File: src/rtl/ofmap_bit_packer.sv
// Packs 1-bit activation results into BRAM words and issues masked word writes.
// On end-of-layer it flushes any partial word and pulses o_done.
module ofmap_bit_packer #(
    parameter int OFMAPS_BRAM_ADDR_WIDTH = 12,
    parameter int OFMAPS_BRAM_DATA_WIDTH = 32,
    parameter int LANE_BITS              = 5
) (
    input  logic                                        clk,
    input  logic                                        rst,
    input  logic                                        i_data,
    input  logic [OFMAPS_BRAM_ADDR_WIDTH-1:0]           i_addr,
    input  logic                                        i_valid,
    input  logic                                        i_last,
    output logic                                        bram_en,
    output logic [OFMAPS_BRAM_ADDR_WIDTH-LANE_BITS-1:0] bram_addr,
    output logic [OFMAPS_BRAM_DATA_WIDTH-1:0]           bram_wdata,
    output logic [OFMAPS_BRAM_DATA_WIDTH-1:0]           bram_wmask,
    output logic                                        o_done,
    output logic [15:0]                                 o_word_cnt
);

    localparam int AW  = OFMAPS_BRAM_ADDR_WIDTH;
    localparam int W   = OFMAPS_BRAM_DATA_WIDTH;
    localparam int WAW = AW - LANE_BITS;

    typedef enum logic {
        S_RUN,
        S_FLUSH
    } state_t;

    state_t                r_state;
    logic [W-1:0]          r_acc_data;
    logic [W-1:0]          r_acc_mask;
    logic [WAW-1:0]        r_acc_waddr;
    logic                  r_pend;

    logic                  r_bram_en;
    logic [WAW-1:0]        r_bram_addr;
    logic [W-1:0]          r_bram_wdata;
    logic [W-1:0]          r_bram_wmask;
    logic                  r_done;
    logic [15:0]           r_word_cnt;

    logic [WAW-1:0]        w_wa;
    logic [LANE_BITS-1:0]  w_lane;
    logic [W-1:0]          w_onehot;
    logic                  w_chg;
    logic                  w_keep;
    logic [W-1:0]          w_base_data;
    logic [W-1:0]          w_base_mask;
    logic [W-1:0]          w_mrg_data;
    logic [W-1:0]          w_mrg_mask;
    logic                  w_full;

    logic                  w_wr;
    logic [WAW-1:0]        w_wr_addr;
    logic [W-1:0]          w_wr_data;
    logic [W-1:0]          w_wr_mask;
    logic                  w_done;
    logic [15:0]           w_cnt_base;
    logic [15:0]           w_cnt_nxt;

    assign w_wa     = i_addr[AW-1:LANE_BITS];
    assign w_lane   = i_addr[LANE_BITS-1:0];
    assign w_onehot = {{(W-1){1'b0}}, 1'b1} << w_lane;
    assign w_chg    = r_pend && (w_wa != r_acc_waddr);
    assign w_keep   = r_pend && !w_chg;

    // Without a pending word the accumulator content is stale, so merge onto zero.
    assign w_base_data = w_keep ? r_acc_data : '0;
    assign w_base_mask = w_keep ? r_acc_mask : '0;
    assign w_mrg_data  = i_data ? (w_base_data | w_onehot) : (w_base_data & ~w_onehot);
    assign w_mrg_mask  = w_base_mask | w_onehot;
    assign w_full      = &w_mrg_mask;

    always_comb begin
        w_wr      = 1'b0;
        w_wr_addr = r_acc_waddr;
        w_wr_data = r_acc_data;
        w_wr_mask = r_acc_mask;
        w_done    = 1'b0;
        case (r_state)
            S_RUN: begin
                if (i_valid) begin
                    if (w_chg) begin
                        w_wr = 1'b1;
                    end else if (w_full) begin
                        w_wr      = 1'b1;
                        w_wr_addr = w_wa;
                        w_wr_data = w_mrg_data;
                        w_wr_mask = w_mrg_mask;
                    end
                end
            end
            S_FLUSH: begin
                w_wr   = r_pend;
                w_done = 1'b1;
            end
            default: ;
        endcase
    end

    // The count restarts the cycle after o_done; a write landing that cycle still counts.
    assign w_cnt_base = r_done ? '0 : r_word_cnt;
    assign w_cnt_nxt  = (w_wr && (w_cnt_base != '1)) ? (w_cnt_base + 16'd1) : w_cnt_base;

    always_ff @(posedge clk) begin
        if (rst) begin
            r_state      <= S_RUN;
            r_acc_data   <= '0;
            r_acc_mask   <= '0;
            r_acc_waddr  <= '0;
            r_pend       <= 1'b0;
            r_bram_en    <= 1'b0;
            r_bram_addr  <= '0;
            r_bram_wdata <= '0;
            r_bram_wmask <= '0;
            r_done       <= 1'b0;
            r_word_cnt   <= '0;
        end else begin
            r_bram_en    <= w_wr;
            r_bram_addr  <= w_wr ? w_wr_addr : '0;
            r_bram_wdata <= w_wr ? w_wr_data : '0;
            r_bram_wmask <= w_wr ? w_wr_mask : '0;
            r_done       <= w_done;
            r_word_cnt   <= w_cnt_nxt;

            case (r_state)
                S_RUN: begin
                    if (i_valid) begin
                        r_acc_waddr <= w_wa;
                        if (w_full) begin
                            r_pend     <= 1'b0;
                            r_acc_data <= '0;
                            r_acc_mask <= '0;
                        end else begin
                            r_pend     <= 1'b1;
                            r_acc_data <= w_mrg_data;
                            r_acc_mask <= w_mrg_mask;
                        end
                    end
                    if (i_last) begin
                        r_state <= S_FLUSH;
                    end
                end
                S_FLUSH: begin
                    r_pend     <= 1'b0;
                    r_acc_data <= '0;
                    r_acc_mask <= '0;
                    r_state    <= S_RUN;
                end
                default: r_state <= S_RUN;
            endcase
        end
    end

    assign bram_en    = r_bram_en;
    assign bram_addr  = r_bram_addr;
    assign bram_wdata = r_bram_wdata;
    assign bram_wmask = r_bram_wmask;
    assign o_done     = r_done;
    assign o_word_cnt = r_word_cnt;

endmodule

File: config.mk
export PLATFORM = sky130hd
export DESIGN_NAME = ofmap_bit_packer
export DESIGN_NICKNAME = d
export VERILOG_FILES = /design/src/rtl/ofmap_bit_packer.sv
export SDC_FILE = /design/constraint.sdc
export NUM_CORES = 1
export LEC_CHECK = 0
export BUFFER_PORTS_ARGS = -buffer_cell sky130_fd_sc_hd__buf_2
export CAP_MARGIN = 20
export CORE_MARGIN = 8
export CORE_UTILIZATION = 56
export CTS_CLUSTER_SIZE = 28
export DETAILED_ROUTE_END_ITERATION = 12
export PLACE_DENSITY = 0.79
export SLEW_MARGIN = 25
export SYNTH_ARGS = -nofsm -noshare
export SYNTH_HDL_FRONTEND = slang
export SYNTH_SLANG_ARGS = --single-unit
File: constraint.sdc
create_clock -name clk -period 5.75 [get_ports clk]
set_clock_uncertainty 0.2 [all_clocks]
set_input_delay 1.15 -clock clk [delete_from_list [all_inputs] [get_ports clk]]
set_output_delay 1.15 -clock clk [all_outputs]
set_load 0.01 [all_outputs]
Word level (Yosys, flattened, before mapping)
Index checks and enable logic that the tools add are counted.
W data, S select, Z words.

storage, ports and cells
  logic and storage cells = 62
  bits of input ports = 17
  output and inout port bits = 89
  flip-flop bits (word level) = 162

cells by class
  equal/unequal tests = 3
  reductions and logical operators = 7
  add/subtract/negate cells = 1
  shifts and indexed selects = 1
  muxes and demuxes = 33
  bitwise gates (word level) = 6

operators by type and width
  kind                     count
  $mux W32                 15
  $pmux W32 S2             2
  $or A32 B32 Y32          2
  $and A32 B32 Y32         1
  $mux W16                 2
  $not A32 Y32             1
  $reduce_and A32 Y1       1
  $shl A1 B5 Y32 const A   1
  $mux W7                  4
  $add A16 B1 Y16 const B  1
  $ne A16 B16 Y1 const B   1
  $mux W1                  7
  $ne A7 B7 Y1             1
  $pmux W1 S2              3
  $logic_and A1 B1 Y1      3
  $ne A2 B2 Y1 const B     1
  $not A1 Y1               2
  $reduce_and A2 Y1        1
  $reduce_or A2 Y1         1
  $logic_not A1 Y1         1

Longest topological paths before layout
Gate-level depths: netlist of run 1.

  depth after elaboration = 13
  depth in mapped cells = 12
  depth with buffers taken out = 8

Least setup slack after synthesis of run 1
OpenSTA, ideal clock, no wires.

  path kind = input -> register
  from = input i_addr[0]
  to = register r_word_cnt[0], in the netlist o_word_cnt[0]
  buffers on the path = 1
  stages = 8
  required time = 5.429 ns
  data arrival time = 3.402 ns
  path slack = 2.027 ns
  cells stage by stage = buf_2 and3b_1 a21oi_1 or4_1 a2111oi_4 nand4_1 a21boi_1 mux2_2

on the way
  word-level cells in the longest chain between the ends = 9

ends and longest elaborated chain
  what                  RTL line  text
  start, declared       11        input logic [OFMAPS_BRAM_ADDR_WIDTH-1:0] i_addr,
  $shl A1 B5 Y32        65        assign w_onehot = {{(W-1){1'b0}}, 1'b1} << w_lane;
  $or A32 B32 Y32       73        assign w_mrg_mask = w_base_mask | w_onehot;
  $reduce_and A32 Y1    74        assign w_full = &w_mrg_mask;
  $mux W1               87        end else if (w_full) begin
  $mux W1               85        if (w_chg) begin
  $mux W1               84        if (i_valid) begin
  $pmux W1 S2           82        case (r_state)
  $logic_and A1 B1 Y1   105       assign w_cnt_nxt = (w_wr && (w_cnt_base != '1)) ? (w_cnt_base + 16'd1) : w_cnt_base;
  $mux W16              105
  end signal, assigned  126       r_word_cnt <= w_cnt_nxt;
  end, declared         42        logic [15:0] r_word_cnt;

No other way between the ends.
A chain may end at the register's enable or synchronous reset.

Final worst setup path of run 1
  from = input i_addr[2]
  to = register r_bram_wdata[1], in the netlist bram_wdata[1]

on the way
  word-level cells in the longest chain between the ends = 9
  elaborated cells on any way between the ends = 17
  classes of those cells = 1 x shift; 9 x mux; 5 x bitwise; 2 x reduce/logical

ends and longest elaborated chain
  what                        RTL line  text
  $shl A1 B5 Y32 (*)          65
  $or A32 B32 Y32             73
  $reduce_and A32 Y1          74
  $mux W1                     87
  $mux W1                     85
  $mux W1                     84
  $pmux W1 S2                 82
  $not A1 Y1 (no line)        n/a
  $reduce_or A2 Y1 (no line)  n/a
  end signal, assigned        123       r_bram_wdata <= w_wr ? w_wr_data : '0;
  end, declared               39        logic [W-1:0] r_bram_wdata;

Every way passes the cells marked *; elsewhere a longest branch is shown, timed or not.

==> results of run 1 <==
metal layers:
metal	share of wire [%]	vias to the layer above	track usage [%]
li1	-	3168	-
met1	43	3078	31.77
met2	45	340	36.34
met3	9.5	39	6.697
met4	2.1	0	9.930
met5	0	-	0
per-stage QoR:
step / power [uW] / instances / utilization [%] / cell area, um2 / hold slack [ns]
after floorplan: 1255 / 867 / - / 7047 / 0.2259
after global placement: 1287 / 1077 / 60.81 / 7580 / 0.2367
after detailed placement: 1289 / 1078 / 60.94 / 7596 / 0.2436
after CTS: 2453 / 1110 / 65.88 / 8213 / 0.2517
after global routing: 2520 / 1110 / 65.92 / 8218 / 0.2790
final: 2448 / 1110 / 65.92 / 8218 / 0.2541
cell families (layout without fill, tap and decap cells):
family | after synthesis | after routing | share of synthesized area (%)
buffers and inverters | 79 | 150 | 4.776
and+or+nand+nor | 349 | 349 | 23.46
xor gates and xnor gates | 7 | 7 | 0.8700
adders and majority gates | 1 | 1 | 0.1775
muxes | 16 | 16 | 2.290
AOI/OAI and AO/OA | 253 | 253 | 22.41
DFF | 162 | 162 | 46.02
Yosys cell counts (2+ instances only):
| master | count |
|---|---|
| a22o_1 | 31 |
| a21oi_1 | 94 |
| nor4_1 | 3 |
| and4_1 | 3 |
| o21ai_0 | 65 |
| nand2_1 | 65 |
| buf_2 | 23 |
| and3_1 | 2 |
| or3_1 | 10 |
| nor2b_1 | 8 |
| nand4_1 | 9 |
| inv_1 | 3 |
| xor2_1 | 7 |
| nand3_1 | 43 |
| clkbuf_1 | 40 |
| a21o_1 | 37 |
| nor3_1 | 43 |
| and2_1 | 12 |
| nand2b_1 | 5 |
| buf_1 | 10 |
| nor2_1 | 125 |
| or3b_1 | 2 |
| and3b_1 | 4 |
| dfxtp_1 | 162 |
| nor3b_1 | 5 |
| nand4b_1 | 3 |
| and4b_1 | 2 |
| o2111ai_1 | 2 |
| a31oi_1 | 2 |
| o22ai_1 | 2 |
| mux2i_1 | 15 |
| o211ai_1 | 4 |
path summary, 6_finish.rpt:
path | cells after the start | slack [ns] | to | start
setup / recovery | 9 | 1.32 | bram_wdata[1] | i_addr[2]
hold / removal | 2 | 0.25 | r_acc_data[12] | r_acc_data[12]
setup reg to reg | 8 | 2.14 | bram_wdata[1] | r_acc_waddr[1]
hold reg to reg | 2 | 0.25 | r_acc_data[12] | r_acc_data[12]
placed cells by master (no fill, tap or decap), types with 2 or more instances in the layout:
cell type | Yosys | routed
dfxtp_1 | 162 | 162
nor2_1 | 125 | 124
buf_2 | 23 | 105
a21oi_1 | 94 | 94
nand2_1 | 65 | 65
o21ai_0 | 65 | 65
nand3_1 | 43 | 42
nor3_1 | 43 | 42
a21o_1 | 37 | 37
a22o_1 | 31 | 31
clkbuf_16 | 0 | 17
mux2i_1 | 15 | 15
and2_1 | 12 | 12
or3_1 | 10 | 10
nand4_1 | 9 | 9
nor2b_1 | 8 | 8
buf_4 | 1 | 8
xor2_1 | 7 | 7
nand2b_1 | 5 | 5
nor3b_1 | 5 | 5
and3b_1 | 4 | 4
o211ai_1 | 4 | 4
clkinvlp_4 | 0 | 4
clkinv_2 | 0 | 4
bufinv_16 | 0 | 4
nand4b_1 | 3 | 3
nor4_1 | 3 | 3
inv_1 | 3 | 3
o2111ai_1 | 2 | 2
or3b_1 | 2 | 2
o22ai_1 | 2 | 2
and4_1 | 3 | 2
and4b_1 | 2 | 2
report_power, final:
part           switching [uW]  leakage, uW  internal, uW
Sequential               7.73      0.00131          1130
Clock                     455     0.000292           724
Combinational            94.2      0.00178          36.9
worst register-to-register path, delay by kind of cell, from the launching register on:
| kind | cells | cell delay [ns] |
|---|---|---|
| AO/OA/AOI/OAI | 3 | 1.09 |
| AND/OR/NAND/NOR | 3 | 1.10 |
| XOR/XNOR | 1 | 0.16 |
| flip-flops | 1 | 0.32 |
| buffers and inverters | 1 | 0.62 |
registers in the layout, summed over array words and instances (netlist names):
name,cells
bram_wdata,32
bram_wmask,32
r_acc_data,32
r_acc_mask,32
o_word_cnt,16
bram_addr,7
r_acc_waddr,7
bram_en,1
o_done,1
r_pend,1
r_state,1
cell type report:
class                      count  area (um2)
clock buffer                  18       429.2
clock inverter                14       187.7
fill                        1075        4248
inverter                       4       15.01
multi-input combinational    626        3527
sequential                   162        3243
tap                          172       215.2
timing repair buffer         114       600.6
==> summary.md, run 1 <==
| Metric | Value |
|---|---|
| Reg clk slew, reported paths | `0.06 ns` |
| FFs w/ async S/R, synth | `0%` |
| Layout area overhead | `16.62%` |
| Worst-skew pair later-pin latency | `0.43 ns` |
| Core ar. | `12,470 um2` |
| Pwr Density | `297.9 nW/um2` |
| Die footprint | `16,430 um2` |
| Worst EP required | `5.87 ns` |
| CP endpoint kind | `register` |
| Period utilization | `77.13%` |
| ANT nets after route | `0` |
| Rows | `41` |
| Max FO, Critical Path | `68` |
| Vias | `6,625` |
| Cts hold-fix bufs | `0` |
| CP delay by family, top | `simple AND/OR/NAND/NOR gates` |
| CP bufs+invs | `2` |
| Synth top area share | `46.02%` |
| CTS tree | `done` |
| Clk sinks | `162` |
| Critical path data arrival time | `4.56 ns` |
| HP Class | `register to register` |
| PortBufs | `105` |
| ANT cells | `0` |
| Slew Limit Fails | `0` |
| H-tree Lvls | `4` |
| Slew of the pin with the lowest slew margin | `1.017 ns` |
| Max stage delay cell, worst path | `nor3_1` |
| Setup TNS | `0 ns` |
| WL/cell | `18.02 um` |
| Initial DRT Pass Iterations | `6` |
| Layout cells sized above 1 | `16.95%` |
| Die H | `128.2 um` |
| Post-Syn Nets | `885` |
| Leading area contributor after synthesis | `dfxtp_1` |
| GP Congestion | `0.9439` |
| IO Pins | `106` |
| Seq/Total Area, Yosys | `46.02%` |
| Post-Syn Area | `7047 um2` |
| Setup WS post-layout | `1.315 ns` |
| Syn Inst Count | `867` |
| RSZ-0062 raised after global routing | `no` |
| Max-slew headroom | `31.94%` |
| Buffer depth of the longest clock path | `2` |
| Crit Path Class | `primary input to register` |
| Total track usage | `24.12%` |
| Final setup fails | `0` |
| Global-route wire length before repair | `31.67 mm` |
| Warning count from the yosys run | `0` |
| Vias in the first global route | `6,030` |
| Initial antenna violation count | `0` |
| Final hold violations | `0` |
| Post-CTS Setup Repair Bufs | `0` |
| Synth area leaders | `dfxtp_1 (46%), a21oi_1 (6.7%), nor2_1 (6.7%)` |
| Max Cap Viol | `0` |
| Vias per cell | `5.968` |
| Dpl hpwl | `12.50 mm` |
| Die W | `128.2 um` |
| EDFF count, synth | `0` |
| Total grt overflow | `0` |
| Initial Util | `56.53%` |
| Final Critical Period | `4.435 ns` |
| Initial DRC Count | `725` |
| Avg Synthesized Cell Area | `8.128 um2` |
| DRC Markers | `0` |
| VDD IR max | `0.0001511 V` |
| LEAKAGE | `0.003380 uW` |
| TritonCTS Buffers | `17` |
| Kind of start point of the critical path | `primary input` |
| Crit path cell chain | `buf_2 > nand2b_1 > nor3_1 > o221ai_1 > a2111oi_4 > and4_2 > buf_4 > nand3_1 > a21oi_1` |
| FF+latch count, synth | `162` |
| Status | `finished clean` |
| CP max stage delay | `0.64 ns` |
| Most used DFF post-synth | `dfxtp_1` |
| Layout Nets | `943` |
| Yosys cell types | `58` |
| Largest net degree at the start of global routing | `91` |
| DP Worst Slack | `1.026 ns` |
| PostCTS Resize Cnt | `0` |
| Total Wirelength | `20.00 mm` |
| Fmax | `225.5 MHz` |
| CTS root buf | `clkbuf_16` |
No activity file was read; power rests on OpenSTA's default activity.
==> run 2, diff against run 1 <==
Settings changed: CORE_UTILIZATION 56 to 51, PLACE_DENSITY 0.79 to 0.75.
Clock period 5.75 ns to 3.8 ns, I/O delays scaled along.
==> run 2 against run 1 <==
  * Sequential power rose by 51%
  * Cell count rose by 3.3%
  * Design area rose by 1.9%
  * Combinational power rose by 65%
  * Sequential share of layout area fell by 0.74 points
  * Largest cell class unchanged
  * Worst setup slack got worse by 0.76 ns
  * Power rose by 40%
  * Count of clock-buffer cells in the layout rose by 2
  * Hold slack improved by 0.010 ns
  * Largest power group is now sequential cells
  * Wire length rose by 0.77%
==> summary.md, run 2 (synthesis results as in run 1) <==
| Metric | Value |
|---|---|
| Max-slew headroom | `42.82%` |
| Max stage delay cell, worst path | `or3b_1` |
| Final setup fails | `0` |
| Critical path data arrival time | `3.36 ns` |
| Filler cell count | `1,263` |
| Final Cell Area | `8376 um2` |
| Hold endpoint | `r_acc_data[12]` |
| DP Area | `7871 um2` |
| Initial antenna violation count | `0` |
| Final hold violations | `0` |
| GP Congestion | `0.9535` |
| Post-CTS Setup Repair Bufs | `0` |
| Final Critical Period | `3.244 ns` |
| Hold Crit Depth | `2` |
| CP bufs+invs | `1` |
| Status | `finished clean` |
| Setup slack, reg-to-reg | `0.92 ns` |
| Kind of start point of the critical path | `primary input` |
| Slew Limit Fails | `0` |
| Pwr Density | `409.6 nW/um2` |
| CP delay by family, top | `simple AND/OR/NAND/NOR gates` |
| ANT nets after route | `0` |
| CTS root buf | `clkbuf_16` |
| Initial DRC Count | `691` |
| Buffer depth of the longest clock path | `2` |
| Vias per cell | `5.833` |
| DP Worst Slack | `0.1708 ns` |
| Crit Path Class | `primary input to register` |
| Rows | `43` |
| Die H | `133.5 um` |
| R2R cell count | `10` |
| Setup TNS | `0 ns` |
| Setup WS post-layout | `0.5557 ns` |
| Core ar. | `13,670 um2` |
| Worst reg2reg endpoint | `bram_wdata[2]` |
| ANT cells | `0` |
| Total Wirelength | `20.15 mm` |
| CTS tree | `done` |
| Vias in the first global route | `6,291` |
| Reg-to-Reg Start | `r_acc_waddr[1]` |
| Worst EP required | `3.91 ns` |
| Die footprint | `17,830 um2` |
| Worst-skew pair later-pin latency | `0.43 ns` |
| Total grt overflow | `0` |
| VDD IR max | `0.0002842 V` |
| Levels on crit path | `8` |
| Layout area overhead | `18.86%` |
| Max FO, Critical Path | `15` |
| Most frequent cells in the layout | `dfxtp_1 (162), nor2_1 (125), buf_2 (105)` |
| HP Class | `register to register` |
| Final Power | `3431 uW` |
| CP max stage delay | `0.47 ns` |
| DRC Markers | `0` |
| Most common cell after layout, fill and taps aside | `dfxtp_1` |
| Die W | `133.5 um` |
| Slew of the pin with the lowest slew margin | `0.8512 ns` |
| Fmax | `308.2 MHz` |
| Reg clk slew, reported paths | `0.06 ns` |
| Initial DRT Pass Iterations | `5` |
| Dpl hpwl | `13.62 mm` |
| Hold_sp | `r_acc_data[12]` |
| Cts hold-fix bufs | `0` |
| Global-route wire length before repair | `32.73 mm` |
| Period utilization | `85.38%` |
| Initial Util | `51.57%` |
| Layout cells sized above 1 | `19.03%` |
| RSZ-0062 raised after global routing | `no` |
| H-tree Lvls | `4` |
| PortBufs | `105` |
| Vias | `6,690` |
| CP endpoint kind | `register` |
| LEAKAGE | `0.003497 uW` |
| TritonCTS Buffers | `17` |
| IO Pins | `106` |
| Crit path cell chain | `buf_2 > or3b_1 > o21ba_1 > nor4_1 > o2111a_1 > nand4_1 > a21boi_1 > mux2_2` |
| Max Cap Viol | `0` |
| Total track usage | `22.44%` |
| Clk sinks | `162` |
| Largest net degree at the start of global routing | `65` |
| WL/cell | `17.57 um` |
| PostCTS Resize Cnt | `0` |
| Layout Nets | `973` |
## run 2: cell count changes in the layout (fill, tap and decap cells not counted), moves of 2 or more
cell / delta
bufinv_16: -4
buf_12: +5
buf_4: +26
clkbuf_1: +2
clkinv_2: +2
## run 2: tightest hold or removal path: stages, from the launching register on
cell       delay (ns)
dfxtp_1          0.31
nand2_1          0.06
o2bb2ai_1        0.05
## run 2: cell type report
| type | instances | area (um2) | share of cell area [%] |
|---|---|---|---|
| sequential | 162 | 3243 | 38.72 |
| clock inverter | 11 | 67.56 | 0.8067 |
| timing repair buffer | 144 | 880.8 | 10.52 |
| multi-input combinational | 626 | 3507 | 41.87 |
| inverter | 4 | 15.01 | 0.1793 |
| clock buffer | 20 | 436.7 | 5.214 |
| tap | 180 | 225.2 | 2.689 |
## run 2: report_power, final
group	total (uW)	switching [uW]	internal [uW]	leakage (uW)
clock	1490	672	821	0.000237
sequential	1720	11.5	1710	0.00131
combinational	216	145	71.6	0.00195
total	3430	828	2600	0.00350
## run 2: worst max path at each step
stage	end	startpoint	slack, ns
floorplan	o_word_cnt[0]	i_addr[0]	0.47
CTS	o_word_cnt[0]	i_addr[0]	0.62
global placement	o_word_cnt[0]	i_addr[0]	0.20
finish	o_word_cnt[0]	i_addr[0]	0.56
global route	o_word_cnt[6]	i_addr[0]	0.41
detailed placement	o_word_cnt[0]	i_addr[0]	0.17
## run 2: routing by layer
metal	up-vias	part of all wire [%]	global-route usage [%]
met5	-	0	0
met4	0	1.4	6.862
met3	28	7.5	5.422
met2	264	46	35.27
met1	3177	45	29.76
li1	3221	-	-
## run 2: through the flow
stage               std cells  hold WS, ns  utilization [%]
global route             1147       0.2770            61.29
finish                   1147       0.2641            61.29
detailed placement       1116       0.2509            57.60
floorplan                 867       0.2259                -
global placement         1116       0.2402            57.60
CTS                      1147       0.2644            61.29
==> run 3, diff against run 2 <==
Settings changed: CORE_ASPECT_RATIO set to 0.75, PLACE_DENSITY 0.75 to 0.78.
==> run 3 against run 2 <==
  * Utilization rose by 0.42 points
  * Critical endpoint is now bram_wmask[13]
  * Global-route usage rose by 0.67 points
  * Critical path type unchanged
  * Count of clock-buffer cells in the layout rose by 5
  * Sequential share of layout area fell by 0.11 points
==> summary.md, run 3 (synthesis results as in run 1) <==
| Metric | Value |
|---|---|
| Core ar. | `13,610 um2` |
| Worst-skew pair later-pin latency | `0.42 ns` |
| Rows | `37` |
| Reg clk slew, reported paths | `0.06 ns` |
| Layout area overhead | `19.19%` |
| CP endpoint kind | `register` |
| Total grt overflow | `0` |
| Multi-input logic area | `3507 um2` |
| Cts hold-fix bufs | `0` |
| Largest net degree at the start of global routing | `82` |
| H-tree Lvls | `4` |
| Slew of the pin with the lowest slew margin | `0.8294 ns` |
| Final hold violations | `0` |
| Initial antenna violation count | `0` |
| Max-slew headroom | `44.28%` |
| Reg-to-Reg Start | `r_acc_mask[18]` |
| Critical path data arrival time | `3.35 ns` |
| Final cell count without fillers | `1,138` |
| PostCTS Resize Cnt | `0` |
| Initial DRC Count | `755` |
| Hold_sp | `r_acc_data[12]` |
| Storage element area | `3243 um2` |
| LEAKAGE | `0.003517 uW` |
| Max stage delay cell, worst path | `or4_1` |
| Die H | `117.8 um` |
| Max FO, Critical Path | `25` |
| Vias | `6,773` |
| R2R cell count | `8` |
| Global-route wire length before repair | `33.57 mm` |
| Period utilization | `84.46%` |
| Layout cells sized above 1 | `18.48%` |
| Total Wirelength | `20.74 mm` |
| Crit path cell chain | `buf_2 > and3b_1 > a21oi_1 > or4_1 > a2111oi_4 > buf_4 > and4_2 > o21ai_4 > buf_12 > nor2_1` |
| ANT nets after route | `0` |
| CTS root buf | `clkbuf_16` |
| Buffer depth of the longest clock path | `2` |
| Clk sinks | `162` |
| Initial Util | `51.77%` |
| GP Congestion | `0.9574` |
| DP Worst Slack | `0.1844 ns` |
| Most frequent cells in the layout | `dfxtp_1 (162), nor2_1 (125), buf_2 (105)` |
| CTS tree | `done` |
| Vias in the first global route | `6,103` |
| Filler cell count | `1,164` |
| Hold endpoint | `r_acc_data[12]` |
| Kind of start point of the critical path | `primary input` |
| WL/cell | `18.22 um` |
| Die footprint | `17,870 um2` |
| Dpl hpwl | `13.86 mm` |
| Slew Limit Fails | `0` |
| Crit Path Class | `primary input to register` |
| RSZ-0062 raised after global routing | `no` |
| Worst EP required | `3.94 ns` |
| Worst reg2reg endpoint | `bram_wmask[13]` |
| Setup TNS | `0 ns` |
| VDD IR max | `0.0003523 V` |
| Setup slack, reg-to-reg | `1.02 ns` |
| Placed Cells | `1,109` |
| Post-CTS Setup Repair Bufs | `0` |
| Initial DRT Pass Iterations | `5` |
| Setup WS post-layout | `0.5905 ns` |
| TritonCTS Buffers | `17` |
| Total track usage | `23.11%` |
| Vias per cell | `5.952` |
| CP max stage delay | `0.59 ns` |
| Status | `finished clean` |
| ANT cells | `0` |
| Layout Nets | `971` |
| Hold_ws | `0.2539 ns` |
| Die W | `151.7 um` |
| Final Critical Period | `3.209 ns` |
| IO Pins | `106` |
| Pwr Density | `421.4 nW/um2` |
| Final setup fails | `0` |
| Final Power | `3540 uW` |
| Fmax | `311.6 MHz` |
| PortBufs | `105` |
| Hold Crit Depth | `2` |
| Max Cap Viol | `0` |
| HP Class | `register to register` |
| DRC Markers | `0` |
| Most common cell after layout, fill and taps aside | `dfxtp_1` |
run 3: cell types whose count changed in the layout (fill, tap and decap cells not counted), sizes merged:
cell      delta
bufinv       +1
buf          -2
inv          +1
clkinv       -5
clkinvlp     -4
clkbuf       +5
run 3: power by group:
group | switching (uW) | total, uW | internal (uW)
clock network | 653 | 1600 | 945
registers | 10.7 | 1720 | 1710
logic | 149 | 221 | 71.5
run 3: area by class of cell:
class	instances	area share, %
Inverter	4	0.1788
Clock inverter	4	0.6108
Sequential cell	162	38.61
Multi-Input combinational cell	626	41.75
Tap cell	175	2.607
Clock buffer	25	5.780
Timing Repair Buffer	142	10.46
run 3: metrics by stage:
| step | cell area [um2] | utilization, % |
|---|---|---|
| after detailed placement | 7863 | 57.77 |
| after global routing | 8399 | 61.71 |
| after global placement | 7863 | 57.77 |
| after floorplan | 7047 | - |
| after CTS | 8399 | 61.71 |
| final | 8399 | 61.71 |
run 3: how the worst max path moves through the flow:
stage	cells after the start	start	slack [ns]	end
final	10	i_addr[1]	0.59	bram_wmask[13]
after global placement	11	i_addr[0]	0.20	o_word_cnt[14]
after detailed placement	10	i_addr[1]	0.18	o_word_cnt[14]
after CTS	10	i_addr[1]	0.62	o_word_cnt[3]
after floorplan	8	i_addr[0]	0.47	o_word_cnt[0]
after global routing	10	i_addr[0]	0.39	bram_wdata[23]
run 3: worst max-delay path: cells and delay by family:
| kind | cells | cell delay (ns) |
|---|---|---|
| buffers and inverters | 3 | 0.66 |
| AND/OR/NAND/NOR | 4 | 1.30 |
| AO/OA/AOI/OAI | 3 | 0.60 |
run 3: layer usage:
layer / wire, um / track usage, %
met3: 2236 / 6.339
met4: 235 / 5.803
met2: 9010 / 32.97
met1: 9254 / 33.44
met5: 0 / 0
